$ cat src/rtl/dut_pipe.sv
// dut_pipe: mode-selected bit-mapping pipeline with stall backpressure and a MISR output signature
module dut_pipe #(
  parameter int IN_W = 20,
  parameter int OUT_W = 40,
  parameter int DEPTH = 2,
  parameter int SIG_W = 16,
  parameter logic [SIG_W-1:0] POLY = 16'h1021
) (
  input  logic             clk,
  input  logic             rst,
  input  logic             in_valid,
  output logic             in_ready,
  input  logic [IN_W-1:0]  in_data,
  input  logic [1:0]       mode,
  output logic             out_valid,
  input  logic             out_ready,
  output logic [OUT_W-1:0] out_data,
  input  logic             sig_clear,
  output logic [SIG_W-1:0] sig,
  output logic [15:0]      vec_count
);
  localparam int NCH = (OUT_W + SIG_W - 1) / SIG_W;

  function automatic logic [OUT_W-1:0] fmap(input logic [IN_W-1:0] d, input logic [1:0] m);
    logic [OUT_W-1:0] mp, ps;
    mp = '0;
    ps = '0;
    for (int k = 0; k < OUT_W; k++) begin
      mp[k] = k < IN_W ? d[k] ^ d[(k + 1) % IN_W] : d[k % IN_W] | d[(k % IN_W + IN_W / 2) % IN_W];
      ps[k] = d[k % IN_W];
    end
    return m == 2'b00 ? mp : m == 2'b01 ? ps : m == 2'b10 ? ~mp : '0;
  endfunction

  function automatic logic [SIG_W-1:0] fold(input logic [OUT_W-1:0] x);
    logic [NCH*SIG_W-1:0] p;
    logic [SIG_W-1:0] f;
    p = (NCH*SIG_W)'(x);
    f = '0;
    for (int c = 0; c < NCH; c++) f = f ^ p[c*SIG_W +: SIG_W];
    return f;
  endfunction

  logic [OUT_W-1:0] sd [DEPTH];
  logic [DEPTH-1:0] sv;
  logic stall, out_fire;

  assign out_valid = sv[DEPTH-1];
  assign out_data  = sd[DEPTH-1];
  assign stall     = out_valid & ~out_ready;
  assign in_ready  = ~stall;
  assign out_fire  = out_valid & out_ready;

  // the mapping is applied on entry, so each vector carries the mode it was accepted with
  always_ff @(posedge clk) begin
    if (rst) begin
      sv <= '0;
      for (int i = 0; i < DEPTH; i++) sd[i] <= '0;
    end else if (!stall) begin
      sv[0] <= in_valid;
      sd[0] <= fmap(in_data, mode);
      for (int i = 1; i < DEPTH; i++) begin
        sv[i] <= sv[i-1];
        sd[i] <= sd[i-1];
      end
    end
  end

  always_ff @(posedge clk) begin
    if (rst) begin
      sig <= '0;
      vec_count <= '0;
    end else if (sig_clear) begin
      sig <= out_fire ? fold(out_data) : '0;
      vec_count <= out_fire ? 16'd1 : 16'd0;
    end else if (out_fire) begin
      sig <= {sig[SIG_W-2:0], 1'b0} ^ (sig[SIG_W-1] ? POLY : '0) ^ fold(out_data);
      vec_count <= vec_count == 16'hFFFF ? vec_count : vec_count + 16'd1;
    end
  end
endmodule
$ cat config.mk
export PLATFORM = sky130hd
export DESIGN_NAME = dut_pipe
export DESIGN_NICKNAME = d
export VERILOG_FILES = /design/src/rtl/dut_pipe.sv
export SDC_FILE = /design/constraint.sdc
export NUM_CORES = 1
export LEC_CHECK = 0
export ABC_AREA = 1
export BUFFER_PORTS_ARGS = -buffer_cell sky130_fd_sc_hd__buf_4
export CORE_AREA = 2 2 124 126
export DETAILED_ROUTE_END_ITERATION = 6
export DIE_AREA = 0 0 126 128
export SETUP_SLACK_MARGIN = 0.3
export SLEW_MARGIN = 15
export SYNTH_ARGS = -nofsm -noshare
export SYNTH_HDL_FRONTEND = slang
export SYNTH_SLANG_ARGS = --single-unit
export TNS_END_PERCENT = 5
$ cat constraint.sdc
create_clock -name clk -period 6.38 [get_ports clk]
set_input_delay 0.638 -clock clk [delete_from_list [all_inputs] [get_ports clk]]
set_output_delay 0.638 -clock clk [all_outputs]
set_load 0.05 [all_outputs]
=== Word level (Yosys, flattened, before mapping) ===
Memory sizes are Yosys's and may differ from the RTL's.
Cells that the tools add are included.
W data, S select, Z words.

* Output and inout port bits: 74
* Bits in registers: 34
* Memory bits (writable): 80
* Word-level logic and storage cells: 71
* Memories: 1
* Input bits: 27

* Muxes and demuxes: 18
* Reduce and logical (&&, ||, !) cells: 3
* Equality and inequality tests: 4
* $add $sub $neg: 1
* Bitwise logic cells: 41

{| class="wikitable"
|+ Memory list
! name !! depth !! width !! read ports !! clocked after Yosys merged registers in !! write ports !! RTL line !! RTL
|-
| sd || 2 || 40 || 2 || 0 || 2 || 44 || <nowiki>logic [OUT_W-1:0] sd [DEPTH];</nowiki>
|}

{| class="wikitable"
|+ Operators by type and width
! kind !! count
|-
| $mux W40 || 5
|-
| $mux W16 || 6
|-
| $not A40 Y40 || 1
|-
| $xor A16 B16 Y16 || 2
|-
| $xor A1 B1 Y1 || 20
|-
| $add A16 B1 Y16 const B || 1
|-
| $eq A16 B16 Y1 const B || 1
|-
| $xor A16 B13 Y16 || 1
|-
| $xor A16 B8 Y16 || 1
|-
| $mux W13 || 1
|-
| $or A1 B1 Y1 || 12
|-
| $mux W1 || 6
|-
| $and A1 B1 Y1 || 2
|-
| $eq A2 B1 Y1 const B || 1
|-
| $eq A2 B2 Y1 const B || 1
|-
| $logic_not A2 Y1 || 1
|-
| $ne A2 B2 Y1 const B || 1
|-
| $not A1 Y1 || 2
|-
| $reduce_and A2 Y1 || 1
|-
| $reduce_bool A2 Y1 || 1
|}

=== Depth between registers and ports, before layout ===
Gate-level depths: netlist (run 1).

* Depth in word-level cells: 6
* Mapped depth: 10
* Gate-level depth less buffers: 10

=== Worst setup path before layout (run 1) ===
OpenSTA, ideal clock, no wires.

* Path kind: register to register
* Start: register sv[1]
* End: memory sd[0][0] (enable)
* Stages on the path, launching flop included: 4
* Path slack: 3.371 ns
* Clock period less this slack: 3.009 ns
* Path buffers: 0
* Setup time: 0.802 ns
* Data required time: 5.578 ns
* Arrival: 2.207 ns
* Cell sequence: dfxtp_1 > inv_1 > nor2_1 > nand2_1

{| class="wikitable"
|+ RTL lines
! item !! RTL line !! RTL
|-
| start: declaration || 45 || <nowiki>logic [DEPTH-1:0] sv;</nowiki>
|-
| start signal: indexed assignment || 63 || <nowiki>sv[i] <= sv[i-1];</nowiki>
|-
| end: declaration || 44 ||
|}

=== Worst setup path in the final report (run 1) ===
* Start: register sv[1]
* End: register vec_count[9]

* Word-level cells in the longest chain between the ends: 3

{| class="wikitable"
|+ RTL lines
! item !! RTL line !! RTL
|-
| $and A1 B1 Y1 || 52 || <nowiki>assign out_fire = out_valid & out_ready;</nowiki>
|-
| $reduce_bool A2 Y1 (no line) || n/a ||
|-
| $reduce_and A2 Y1 (no line) || n/a ||
|-
| end signal: assignment || 75 || <nowiki>vec_count <= out_fire ? 16'd1 : 16'd0;</nowiki>
|-
| end signal: assignment || 78 || <nowiki>vec_count <= vec_count == 16'hFFFF ? vec_count : vec_count + 16'd1;</nowiki>
|-
| end: declaration || 20 || <nowiki>output logic [15:0] vec_count</nowiki>
|}

Every way passes these cells.
A chain may end at the register's enable or synchronous reset.

==> impl_metrics.toml, run 1 <==
[outcome]
status = "completed"

[placed_design]
numPortBuffers = 100
place_congestion = 0.919
placed_cells = 991
dp_hpwl_um = 10800
pre_cts_ws_ns = 3.82

[synth]
synthCells = 767
syn_area_per_cell_um2 = 8.20
synth_nets = 795
yosysUniqueCellTypes = 36
yosys_warnings = 0
netlist_area_mm2 = 0.00629
synth-seq-cells = 114
synth_seq_area_share = 0.490

[power_and_ir_drop]
intPower_uw = 1510
p_clk_frac = 0.445
irDropWorstVdd_uv = 222
power_density_mw_per_mm2 = 280
leakagePower_uw = 0.00341
seqPwrFrac = 0.417
pwr-share-comb = 0.138
p_sw_frac = 0.277
netSwitchingPower_uw = 578

[route]
via_count = 5044
vias_per_cell = 4.93
dr.pass1.iters = 6
routed_wl_um = 14800
final_antenna_net_count = 0
wire_per_inst_um = 14.5
remaining_drc_errors = 0
drt_iter0_markers = 390

[floorplan]
core_area_mm2 = 0.0149
die_w_um = 126
dieArea_mm2 = 0.0161
fp.dieH_um = 128
ios = 101
initial_core_util = 0.423
row_count = 45

[worst_setup_path]
cp.required_ns = 6.74
startpoint_type = "register"
cp_max_fo = 22
end_kind = "register"
worstSetupPathType = "register to register"
cp_data_arrival_time_ns = 2.49

[clock_network]
tritoncts = "done"
htreeDepth = 4
clkLatencyLatePin_ns = 0.41
post_cts_buffers = 0
ctsLongestPathBuffers = 2
clk_pin_slew_ns = 0.06
clock-sinks = 114
clockRootBuffer = "clkbuf_16"
cts-resized-gates = 0
hold_buffers = 0
cts_buffers = 17

[sta]
setup_viol = 0
period_share = 0.334
rsz0062_at_grt = "no"
skew_ns = 0.00655
fmax_mhz = 470
whs_ns = 0.455
setup_tns_ns = 0
tightestPinTransition_ns = 1.03
slew-limit-headroom = 0.313
finalHoldViolations = 0
slew_viol_final = 0
setup_ws_ns = 4.25
period_minus_slack_ns = 2.13

[finish]
utilization = 0.502
area_growth_pct = 18.7
fin_cells = 1023
layout.nets = 850
drive_above_1_share = 0.201
n_antenna_cell = 0

[grt]
antenna_found_initial = 0
grt_use_total = 0.187
grt_pass1_vias = 4976
grt_pass1_wl_um = 23900
grt_max_degree = 83
overflow = 0

[run]
max_cap_violations = 0

[hold_path]
hold_class = "input port to register"
[layout by cell type (no fill, tap or decap), types with 7 or more instances in the layout]
master	count
edfxtp_1	80
buf_4	102
xor2_1	29
clkbuf_16	17
nand3_1	18
dfxtp_1	34
nor2_1	107
a21oi_1	43
inv_1	128
a21oi_2	7
inv_2	9
o21ai_0	71
nand2_1	115
o31ai_1	10
xnor2_1	9
[synth_stat cells (all sizes together)]
master	instances	share of area
a21oi	50	0.044
a311oi	1	0.0014
a31oi	1	0.0010
buf	53	0.060
clkbuf	13	0.0078
dfxtp	34	0.11
edfxtp	80	0.38
ha	1	0.0020
inv	137	0.082
nand2	122	0.076
nand3	20	0.019
nand4	2	0.0020
nor2	116	0.075
nor3	5	0.0040
nor3b	1	0.0012
o211ai	6	0.0072
o21a	1	0.0012
o21ai	71	0.056
o21bai	1	0.0012
o221ai	2	0.0028
o22ai	1	0.0010
o31ai	10	0.012
or2	1	0.0010
xnor2	9	0.013
xor2	29	0.040
[area by class of cell]
cell class	instances	area [µm²]
repair buffers	102	766
inverters	137	514
clock buffers	18	429
fillers	1431	7400
multi-input cells	450	2280
flip-flops and latches	114	3080
clock inverters	14	158
well taps	188	235
[power by group through the flow]
stage / Clock, µW / Sequential (µW) / Combinational [µW]
finish: 928 / 872 / 288
global route: 977 / 877 / 313
CTS: 945 / 872 / 289
detailed placement: 0 / 888 / 288
global placement: 0 / 887 / 287
floorplan: 0 / 891 / 214
[logic make-up after synthesis]
| family | after synthesis | synth area share |
|---|---|---|
| buffers and inverters | 203 | 0.149 |
| adders and majority gates | 1 | 0.00199 |
| and+or+nand+nor | 267 | 0.178 |
| xor gates and xnor gates | 38 | 0.0529 |
| DFF | 114 | 0.490 |
| AOI/OAI and AO/OA | 144 | 0.128 |
[metal layers]
| layer | vias to the layer above | global-route usage | routed length, µm |
|---|---|---|---|
| li1 | 2527 | - | - |
| met1 | 2338 | 0.223 | 6110 |
| met2 | 148 | 0.322 | 7590 |
| met3 | 31 | 0.0367 | 718 |
| met4 | 0 | 0.0950 | 371 |
| met5 | - | 0 | 0 |
[sequential cells by signal, indices dropped and copies added, names as in the netlist]
name and cells:
sd 80, sig 16, vec_count 16, sv 2
[path summary, 6_finish.rpt]
path / start / slack, ns / to / cells past startpoint
worst max-delay path: sv[1] / 4.25 / vec_count[9] / 9
worst min-delay path: in_valid / 0.46 / sv[0] / 3
worst max register to register: sv[1] / 4.25 / vec_count[9] / 9
worst min register to register: sv[0] / 0.51 / sv[0] / 2
[worst max-delay path, cell delays in order, from the launching register on]
cell and delay, ns:
dfxtp_1 0.34, nand2_1 0.57, inv_2 0.27, nor2_1 0.34, inv_2 0.12, nand2_4 0.18
nand2_1 0.09, nand2_1 0.08, nand2_1 0.05, inv_1 0.04
[through the flow]
stage | area [µm²] | total power, µW
2_1_floorplan | 6290 | 1100
3_3_place_gp | 6880 | 1170
3_5_place_dp | 6880 | 1180
4_1_cts | 7460 | 2110
5_1_grt | 7460 | 2170
6_report | 7460 | 2090
Note: power is estimated with default switching activity, not from simulation.
==> inputs of run 2 (changes only) <==
--- a/config.mk
+++ b/config.mk
@@ -10,6 +10,7 @@
 export CORE_AREA = 2 2 124 126
 export DETAILED_ROUTE_END_ITERATION = 6
 export DIE_AREA = 0 0 126 128
+export PLACE_DENSITY = 0.65
 export SETUP_SLACK_MARGIN = 0.3
 export SLEW_MARGIN = 15
 export SYNTH_ARGS = -nofsm -noshare
==> constraint.sdc (replaced) <==
create_clock -name clk -period 1.7 [get_ports clk]
set_input_delay 0.17 -clock clk [delete_from_list [all_inputs] [get_ports clk]]
set_output_delay 0.17 -clock clk [all_outputs]
set_load 0.05 [all_outputs]
==> run 2 against run 1 <==
Die area unchanged. First-iteration DRC count is 8.7% lower. Combinational power grew to 3.9 times the previous value. Highest routed layer unchanged.
==> impl_metrics.toml, run 2 (same netlist as run 1, synthesis figures left out) <==
[outcome]
status = "completed"

[finish]
layout_common_cells = "inv_1 (128), buf_4 (119), nand2_1 (113)"
drive_above_1_share = 0.250
layout.nets = 872
largest_register_ffs = 80
area_growth_pct = 24.4
fillers = 1413
top_regs = "sd x80, sig x16, vec_count x16"
final_common_cell = "inv_1"
regMostFlops = "sd"
fin_cells = 1045
n_antenna_cell = 0

[floorplan]
row_count = 45
initial_core_util = 0.423
fp.dieH_um = 128
dieArea_mm2 = 0.0161
ios = 101
die_w_um = 126
core_area_mm2 = 0.0149

[worst_setup_path]
rr_endpoint = "vec_count[9]"
startpoint_type = "register"
crit_end = "in_ready"
reg2reg_slack_ns = 0.25
cp_data_arrival_time_ns = 1.28
cp_max_fo = 3
worstSetupPathType = "register to primary output"
r2r_start = "vec_count[0]"
reg2reg_depth = 10
cp.required_ns = 1.53
crit_start = "sv[1]"
end_kind = "primary output"

[route]
remaining_drc_errors = 0
drt_iter0_markers = 356
dr.pass1.iters = 6
final_antenna_net_count = 0
routed_wl_um = 14600
wire_per_inst_um = 13.9
via_count = 5024
vias_per_cell = 4.81

[grt]
overflow = 0
grt_use_total = 0.184
antenna_found_initial = 0
grt_pass1_wl_um = 23200
grt_pass1_vias = 4649
grt_max_degree = 41

[sta]
skew_ns = 0.00495
slew_viol_final = 0
whs_ns = 0.0251
period_share = 0.854
fmax_mhz = 689
tightestPinTransition_ns = 0.391
finalHoldViolations = 0
setup_viol = 0
period_minus_slack_ns = 1.45
rsz0062_at_grt = "yes"
setup_tns_ns = 0
slew-limit-headroom = 0.736

[power_and_ir_drop]
leakagePower_uw = 0.00357
irDropWorstVdd_uv = 925
power_density_mw_per_mm2 = 1030
p_total_uw = 8060

[placed_design]
numPortBuffers = 100
placed_cells = 1010
dp_hpwl_um = 10900
place_congestion = 0.896

[hold_path]
hold_class = "input port to register"
hold_depth = 2
worstHoldStart = "rst"

[clock_network]
ctsLongestPathBuffers = 2
tritoncts = "done"
htreeDepth = 4
clockRootBuffer = "clkbuf_16"
clock-sinks = 114
clk_pin_slew_ns = 0.05
cts_buffers = 17
clkLatencyLatePin_ns = 0.41

[run]
max_cap_violations = 0
==> run 2: changes by cell type in the layout (fill, tap and decap cells not counted), sizes merged, moves of 2 or more <==
cell    delta
buf       +20
bufinv     +2
clkinv     +2
inv        -2
==> run 2: power breakdown <==
group	switching [µW]	internal (µW)
Sequential	93.4	3160
Combinational	775	358
Clock	1250	2430
Total	2110	5950
==> run 2: worst max-delay path, cell delays in order (launching register included) <==
cell	delay, ns
dfxtp_4	0.34
inv_1	0.06
nor2_4	0.17
inv_1	0.10
buf_4	0.20
==> run 2: worst min-delay path by stage <==
stage	end	slack, ns
floorplan	sv[0]	0.28
global placement	sv[0]	0.40
detailed placement	sv[0]	0.40
CTS	vec_count[11]	0.006
global route	vec_count[11]	0.01
finish	vec_count[11]	0.03
==> run 2: metrics by stage <==
| step | setup slack (ns) | instance area [µm²] | utilization |
|---|---|---|---|
| floorplan | 0.261 | 6370 | - |
| global placement | 0.230 | 7130 | 0.480 |
| detailed placement | 0.210 | 7130 | 0.480 |
| CTS | 0.208 | 7750 | 0.522 |
| global route | 0.163 | 7820 | 0.526 |
| finish | 0.248 | 7820 | 0.526 |
==> run 2: routing by layer <==
layer,GRT usage,share of wire
met1,0.232,0.43
met2,0.300,0.49
met3,0.0505,0.051
met4,0.0743,0.024
met5,0,0
==> run 2: what timing repair did <==
action | CTS | global route
hold endpoints to repair | 1 | 0
pin swaps | 0 | 10
hold buffers | 1 | 0
buffers inserted | 0 | 1
gates resized for setup | 0 | 16
cloned | 0 | 1
setup endpoints to repair | 14 | 58
==> run 2: area by class of cell <==
cell class | instances | area, µm² | area share
flip-flops and latches | 114 | 3130 | 0.400
multi-input cells | 451 | 2370 | 0.303
repair buffers | 123 | 963 | 0.123
inverters | 137 | 514 | 0.0657
clock buffers | 17 | 425 | 0.0544
well taps | 188 | 235 | 0.0301
clock inverters | 15 | 190 | 0.0243
==> inputs of run 3 (changes only) <==
--- a/config.mk
+++ b/config.mk
@@ -7,10 +7,12 @@
 export LEC_CHECK = 0
 export ABC_AREA = 1
 export BUFFER_PORTS_ARGS = -buffer_cell sky130_fd_sc_hd__buf_4
-export CORE_AREA = 2 2 124 126
+export CELL_PAD_IN_SITES_DETAIL_PLACEMENT = 0
+export CELL_PAD_IN_SITES_GLOBAL_PLACEMENT = 1
+export CORE_AREA = 2 2 132 134
 export DETAILED_ROUTE_END_ITERATION = 6
-export DIE_AREA = 0 0 126 128
-export PLACE_DENSITY = 0.65
+export DIE_AREA = 0 0 134 136
+export PLACE_DENSITY_LB_ADDON = 0.1
 export SETUP_SLACK_MARGIN = 0.3
 export SLEW_MARGIN = 15
 export SYNTH_ARGS = -nofsm -noshare
==> run 3 against run 2 <==
Utilization fell by 5.7 points. Register-to-register slack barely moved. Die area rose by 13%. Count of clock-buffer cells in the layout did not move. Final cell count rose by 4.6%. First-iteration DRC count fell by 34%. Worst hold slack improved by 0.078 ns. Clock skew barely moved. Critical path depth rose by 5. Critical endpoint is now vec_count[15].
==> impl_metrics.toml, run 3 (same netlist as run 1, synthesis figures left out) <==
[power_and_ir_drop]
pwr-share-comb = 0.152
p_total_uw = 7610
power_density_mw_per_mm2 = 961
intPower_uw = 5390
p_clk_frac = 0.420
seqPwrFrac = 0.428
leakagePower_uw = 0.00360
p_sw_frac = 0.292
irDropWorstVdd_uv = 695
netSwitchingPower_uw = 2220

[finish]
area_growth_pct = 26.0
fillers = 1668
layout_common_cells = "inv_1 (128), buf_4 (126), nand2_1 (111)"
top_regs = "sd x80, sig x16, vec_count x16"
seq_area_mm2 = 0.00312
regMostFlops = "sd"
multi_input_area_mm2 = 0.00241
n_antenna_cell = 0
largest_register_ffs = 80
layout.nets = 883
final_common_cell = "inv_1"
drive_above_1_share = 0.265

[floorplan]
ios = 101
die_w_um = 134
initial_core_util = 0.373
dieArea_mm2 = 0.0182
fp.dieH_um = 136
row_count = 48
core_area_mm2 = 0.0169

[clock_network]
clockRootBuffer = "clkbuf_16"
cts_buffers = 17
clock-sinks = 114
clkLatencyLatePin_ns = 0.41
tritoncts = "done"
ctsLongestPathBuffers = 2
htreeDepth = 4
clk_pin_slew_ns = 0.06

[sta]
skew_ns = 0.00541
period_minus_slack_ns = 1.46
tightestPinTransition_ns = 0.397
slew-limit-headroom = 0.735
setup_viol = 0
setup_ws_ns = 0.236
period_share = 0.861
whs_ns = 0.103
setup_tns_ns = 0
finalHoldViolations = 0
fmax_mhz = 683
slew_viol_final = 0
rsz0062_at_grt = "yes"

[worst_setup_path]
startpoint_type = "register"
worstSetupPathType = "register to register"
end_kind = "register"
cp.required_ns = 2.00
cp_data_arrival_time_ns = 1.77
cp_max_fo = 5

[grt]
grt_max_degree = 41
grt_pass1_wl_um = 25200
grt.met1_usage = 0.212
grt.busiest_layer = "met2"
antenna_found_initial = 0
groute.layer.met3.usage = 0.0380
grt_pass1_vias = 5022
grtUsageMet2 = 0.315
overflow = 0
grt_use_total = 0.180

[route]
drt_iter0_markers = 235
dr.pass1.iters = 5
remaining_drc_errors = 0
final_antenna_net_count = 0
wire_per_inst_um = 14.8
vias_per_cell = 4.64
via_count = 5072
routed_wl_um = 16200

[placed_design]
numPortBuffers = 100
dp_hpwl_um = 12100
pre_cts_ws_ns = 0.145
place_congestion = 0.918

[hold_path]
hold_class = "input port to register"

[outcome]
status = "completed"

[run]
max_cap_violations = 0
[run 3: final cells by class]
class,instances,share of cell area
clock buffers,17,0.0537
clock inverters,15,0.0141
inverters,137,0.0649
multi-input cells,452,0.304
flip-flops and latches,114,0.394
well taps,225,0.0355
repair buffers,133,0.133
[run 3: worst paths after layout]
kind              cells past startpoint  slack, ns         start       endpoint
setup reg to reg                      9       0.24  vec_count[0]  vec_count[15]
hold / removal                        2       0.10       mode[1]       sd[0][1]
setup / recovery                      9       0.24  vec_count[0]  vec_count[15]
hold reg to reg                       2       0.46         sv[0]          sv[1]
[run 3: what timing repair did]
item,4_1_cts,5_1_grt
pin swaps,1,9
hold buffers,2,0
hold endpoints to repair,2,0
setup buffers,1,9
setup endpoints to repair,15,70
gates cloned,0,2
gates resized for setup,4,18
[run 3: metal layers]
metal / vias to the layer above / routed length (µm)
li1: 2588 / -
met1: 2341 / 6890
met2: 122 / 8350
met3: 21 / 671
met4: 0 / 304
met5: - / 0
[run 3: stage by stage]
stage	util	cell area [µm²]	std cells
finish	0.470	7920	1093
floorplan	-	6370	767
global route	0.470	7920	1093
CTS	0.460	7770	1082
detailed placement	0.426	7190	1047
global placement	0.426	7190	1047
[run 3: worst max-delay path: stages, from the launching register on]
cell and delay [ns]:
dfxtp_4 0.37, ha_4 0.17, nand2_4 0.06, nor2_4 0.12, nand3_2 0.11, nor2_4 0.21, buf_6 0.13, nor3_4 0.04
nand3_1 0.09, nand2_1 0.05
[run 3: power by group through the flow]
stage	clock network (µW)	registers (µW)	logic, µW
final	3190	3260	1160
after CTS	3280	3270	1160
after global routing	3390	3280	1260
after global placement	0	3320	1150
after floorplan	0	3340	808
after detailed placement	0	3330	1150
